### config.mk
export PLATFORM = sky130hd
export DESIGN_NAME = urv_ahb_arbiter
export DESIGN_NICKNAME = d
export VERILOG_FILES = /design/src/rtl/urv_ahb_arbiter.sv
export SDC_FILE = /design/constraint.sdc
export NUM_CORES = 1
export LEC_CHECK = 0
export ABC_AREA = 1
export BUFFER_PORTS_ARGS = -buffer_cell sky130_fd_sc_hd__buf_2
export CAP_MARGIN = 30
export CORE_AREA = 2 2 106 108
export CTS_CLUSTER_DIAMETER = 80
export DETAILED_ROUTE_END_ITERATION = 10
export DIE_AREA = 0 0 108 110
export PLACE_DENSITY = 0.64
export SLEW_MARGIN = 10
export SYNTH_ARGS = -nofsm -noshare
export SYNTH_HDL_FRONTEND = slang
export SYNTH_SLANG_ARGS = --single-unit
### constraint.sdc
create_clock -name clk_i -period 1.6 [get_ports clk_i]
set_input_delay 0.48 -clock clk_i [delete_from_list [all_inputs] [get_ports clk_i]]
set_output_delay 0.48 -clock clk_i [all_outputs]
set_load 0.005 [all_outputs]
### src/rtl/urv_ahb_arbiter.sv
// urv_ahb_arbiter: two-port AHB-Lite master arbiter sharing one bus between fetch and load/store
module urv_ahb_arbiter #(
    parameter int unsigned FETCH_MAX_WAIT = 4
) (
    input  logic        clk_i,
    input  logic        rst_i,
    input  logic        f_req_i,
    input  logic [31:0] f_addr_i,
    output logic        f_gnt_o,
    output logic        f_rvalid_o,
    output logic [31:0] f_rdata_o,
    input  logic        d_req_i,
    input  logic        d_we_i,
    input  logic [1:0]  d_size_i,
    input  logic [31:0] d_addr_i,
    input  logic [31:0] d_wdata_i,
    output logic        d_gnt_o,
    output logic        d_done_o,
    output logic [31:0] d_rdata_o,
    output logic [31:0] HADDR,
    output logic [1:0]  HTRANS,
    output logic        HWRITE,
    output logic [2:0]  HSIZE,
    output logic [31:0] HWDATA,
    input  logic [31:0] HRDATA,
    input  logic        HREADY
);
    localparam logic [3:0] MAX_WAIT = 4'(FETCH_MAX_WAIT);

    logic [3:0] wait_cnt;
    logic       dp_valid;
    logic       dp_owner;
    logic       dp_write;
    logic       starve;
    logic       sel_d;
    logic       sel_f;

    // Address-phase selection and bus/grant/completion muxing
    always_comb begin
        starve     = f_req_i & (wait_cnt == MAX_WAIT);
        sel_d      = d_req_i & ~starve;
        sel_f      = f_req_i & ~sel_d;
        HTRANS     = (sel_d | sel_f) ? 2'b10 : 2'b00;
        HADDR      = sel_d ? d_addr_i : (sel_f ? f_addr_i : 32'h0);
        HWRITE     = sel_d & d_we_i;
        HSIZE      = sel_d ? {1'b0, d_size_i} : 3'b010;
        d_gnt_o    = sel_d & HREADY;
        f_gnt_o    = sel_f & HREADY;
        f_rvalid_o = dp_valid & ~dp_owner & HREADY;
        d_done_o   = dp_valid & (dp_owner | dp_write) & HREADY;
        f_rdata_o  = HRDATA;
        d_rdata_o  = HRDATA;
    end

    // Data-phase ownership and store data advance only when the bus is ready
    always_ff @(posedge clk_i or negedge rst_i) begin
        if (!rst_i) begin
            dp_valid <= 1'b0;
            dp_owner <= 1'b0;
            dp_write <= 1'b0;
            HWDATA   <= 32'h0;
        end else if (HREADY) begin
            dp_valid <= sel_d | sel_f;
            dp_owner <= sel_d;
            dp_write <= sel_d & d_we_i;
            if (sel_d && d_we_i)
                HWDATA <= d_wdata_i;
        end
    end

    // Count data wins over a pending fetch so fetch cannot starve
    always_ff @(posedge clk_i or negedge rst_i) begin
        if (!rst_i)
            wait_cnt <= 4'h0;
        else if (!f_req_i || f_gnt_o)
            wait_cnt <= 4'h0;
        else if (d_gnt_o && wait_cnt != MAX_WAIT)
            wait_cnt <= wait_cnt + 4'h1;
    end
endmodule

==> qor.log <==
INFO  power          internal-power=1910uW
INFO  placed_design  placed_cells=616
INFO  synthesis      average_cell_area_after_synthesis=7.34um2
INFO  grt            gr-usage-met2=27.7%
INFO  synthesis      synth_async_sr_flop_share=100%
INFO  synthesis      ys_seq_elements=39
INFO  placed_design  post-place-ws=-0.380ns
INFO  grt            number_of_antenna_violations_at_the_first_check_in_global_routing=1
INFO  worst_setup_path maximum_fanout_count_along_the_critical_path=6
INFO  synthesis      yosysWarnings=0
INFO  synthesis      synthDominantAreaCellType=dfrtp_1
INFO  clock_tree     numClockSinks=39
INFO  timing         finalSetupTns=-22.41ns
INFO  finish         area_of_the_multi_input_gates=1170um2
INFO  timing         max_freq=0.448GHz
INFO  finish         fillcell_total=1122
INFO  clock_tree     ctsHoldBuffers=0
INFO  synthesis      dominant_synthesized_flop_cell=dfrtp_1
INFO  worst_setup_path critical_path.endpoint_type=output pin
INFO  worst_setup_path crit_type=reg2out
INFO  route          route.detailed.drc=0
INFO  floorplanning  coreArea=10700um2
INFO  placed_design  port_buffers=175
INFO  clock_tree     cts_buffer_depth=2
INFO  clock_tree     clk_root_buffer_cell=clkbuf_8
INFO  timing         finalSetupViolations=72
INFO  synthesis      synthCells=373
INFO  placed_design  dp_hpwl=7970um
INFO  min_path       hp-class=in2async
INFO  grt            grt.total_usage=16.1%
INFO  route          avgViaCountPerCell=4.53
INFO  grt            first_global_vias=2686
INFO  power          power.switching_fraction=31.1%
INFO  grt            grt_pass1_wl=14500um
INFO  outcome        failed_checks=negative setup slack
INFO  floorplanning  top_level_ports=274
INFO  finish         design.final.nets=633
INFO  timing         fin_ws=-0.631ns
INFO  power          switchingPower=863uW
INFO  route          antenna_violating_nets_left=0
INFO  floorplanning  die-width=108um
INFO  timing         finalHoldWorstSlack=0.238ns
INFO  timing         worst_slew_pin_slew=0.511ns
INFO  grt            grt_busiest_layer=met2
INFO  timing         slew_headroom=65.9%
INFO  worst_setup_path worstSetupStartpointType=register
INFO  synthesis      ys_top_cells_by_area=dfrtp_1 (36%), buf_4 (19%), nand2_1 (19%)
INFO  finish         syn2layout_area_growth=39.2%
INFO  clock_tree     cts_tree=yes
INFO  power          pwr_density_cell=728nW/um2
INFO  power          leakagePower=0.00220uW
INFO  synthesis      mappedNetlistArea=2740um2
INFO  floorplanning  die_y=110um
INFO  worst_setup_path worst-endpoint-arrival=1.75ns
INFO  grt            grt_overflow_total=0
INFO  synthesis      sequential_fraction_of_the_synthesis_area=35.6%
INFO  timing         period_share=139%
INFO  route          initialDrtViolationCount=187
INFO  route          drt-total-wl=10700um
INFO  outcome        status=finished, violations left
INFO  power          power.ir.vdd_worst=0.000373V
INFO  clock_tree     cts_htree_levels=2
INFO  route          routed_via_count=2888
INFO  synthesis      yosys.cell_types.count=24
INFO  synthesis      synth-edff-count=0
INFO  power          seq_power_share=43.2%
INFO  timing         timing.final.hold_violations=0
INFO  grt            grt.met3_usage=6.17%
INFO  floorplanning  initial_util=25.6%
INFO  finish         regArea=976um2
INFO  clock_tree     numCtsBuffers=5
INFO  placed_design  finalWeightedCongestion=0.835
INFO  timing         drv_slew=0
INFO  synthesis      synthMostInstantiatedCell=nand2_1
INFO  finish         layout.cells.non_filler=637
INFO  floorplanning  floorplan.rows=38
INFO  timing         rsz0062_at_grt=true
INFO  clock_tree     clock_latency=0.28ns
INFO  run            max_cap_violations=0
INFO  placed_design  post_dp_cell_area=3320um2
INFO  synthesis      synth.cells.most_frequent=nand2_1 (139), buf_4 (70), dfrtp_1 (39), nand3_1 (33), nand4_1 (33)
INFO  finish         drive_above_1_share=49.0%
INFO  timing         fin_worst_skew=0.00892ns
INFO  clock_tree     worst_setup_hold_path_clk_slew=0.09ns
INFO  route          routedWlPerCell=16.8um
INFO  grt            grt_start_max_net_pins=40
INFO  power          clockPowerShare=25.4%
INFO  floorplanning  die_area=11900um2
INFO  worst_setup_path required=1.12ns
INFO  power          share_comb_of_total_power=31.4%
INFO  finish         postLayoutCellArea=3810um2
INFO  route          drtPass1Iterations=4
INFO  timing         timing.final.crit_period=2.23ns
INFO  grt            grt_util_met1=19.1%
INFO  synthesis      synthDominantCellAreaShare=35.6%
-- layout make-up --
cell class,instances,area share (%)
multi-input cells,231,30.7
well taps,140,4.59
clock inverters,1,0.230
flip-flops and latches,39,25.6
repair inverters,2,0.952
repair buffers,203,34.0
clock buffers,7,2.26
diodes,1,0.0656
inverters,13,1.61
-- cells by family after synthesis --
logic type	Yosys count	share of synthesized area, %
other	1	0.137
buffers and inverters	104	25.9
flip-flops	39	35.6
adder cells (fa/ha/maj)	2	0.914
XOR/XNOR	1	0.320
AND/OR/NAND/NOR	217	35.3
AO/OA/AOI/OAI	9	1.78
-- registers in the layout (all words and copies together) (netlist names) --
register and cells:
wait_cnt 4, dp_owner 1, HWDATA 32, dp_valid 1
dp_write 1
-- worst paths after layout --
kind / start / slack (ns) / end / cells after the start
worst max-delay path: wait_cnt[0] / -0.63 / f_gnt_o / 10
worst min-delay path: rst_i / 0.24 / HWDATA[5] / 2
worst max register to register: wait_cnt[0] / -0.10 / wait_cnt[3] / 11
worst min register to register: HWDATA[27] / 0.47 / HWDATA[27] / 2
max in group asynchronous: rst_i / 0.99 / HWDATA[27] / 2
min in group clk_i: d_wdata_i[5] / 0.43 / HWDATA[5] / 3
-- stage by stage --
stage | total power, uW | util [%]
3_3_place_gp | 1960 | 31.0
3_5_place_dp | 1970 | 31.0
5_1_grt | 2970 | 35.6
6_report | 2770 | 35.6
2_1_floorplan | 1670 | -
4_1_cts | 2770 | 33.9
-- per-layer routing --
layer / vias up / wire length (um)
met5: - / 0
met4: 0 / 65
met3: 5 / 1110
met2: 176 / 5410
met1: 1330 / 4120
li1: 1377 / -
-- critical path, cell delays in order, from the launching register on --
cell and delay (ns):
dfrtp_1 0.39, inv_2 0.09, ha_4 0.15, nand2_4 0.05, nor2_4 0.09, nor2_4 0.04
buf_12 0.13, buf_12 0.13, clkbuf_16 0.16, nor3_4 0.09, buf_2 0.13
-- cell usage in the layout, fill, tap and decap left out, drive strengths merged --
cell type  netlist  routed
a21oi            2       2
a31oi            1       1
buf             86     201
clkbuf           5       9
clkinv           0       3
conb             1       2
dfrtp           39      39
diode            0       1
ha               2       2
inv             13      13
nand2          139     139
nand3           33      33
nand4           34      34
nor2             9       9
nor3             1       1
o21ai            5       5
o21bai           1       1
or2              1       1
xor2             1       1
-- power by group through the flow --
| stage | clock (uW) | sequential [uW] | combinational, uW |
|---|---|---|---|
| final | 705 | 1200 | 871 |
| after global routing | 790 | 1210 | 969 |
| after CTS | 738 | 1200 | 832 |
| after detailed placement | 0 | 1210 | 764 |
| after global placement | 0 | 1210 | 746 |
| after floorplan | 0 | 1220 | 448 |
-- repair_timing --
action | CTS | global route
hold endpoints to repair | 0 | 0
setup buffers | 3 | 3
pin swaps | 1 | 6
endpoints found under the setup margin | 63 | 74
gates cloned | 4 | 4
gates resized for setup | 19 | 30
Power figures use the tool's default switching activity.
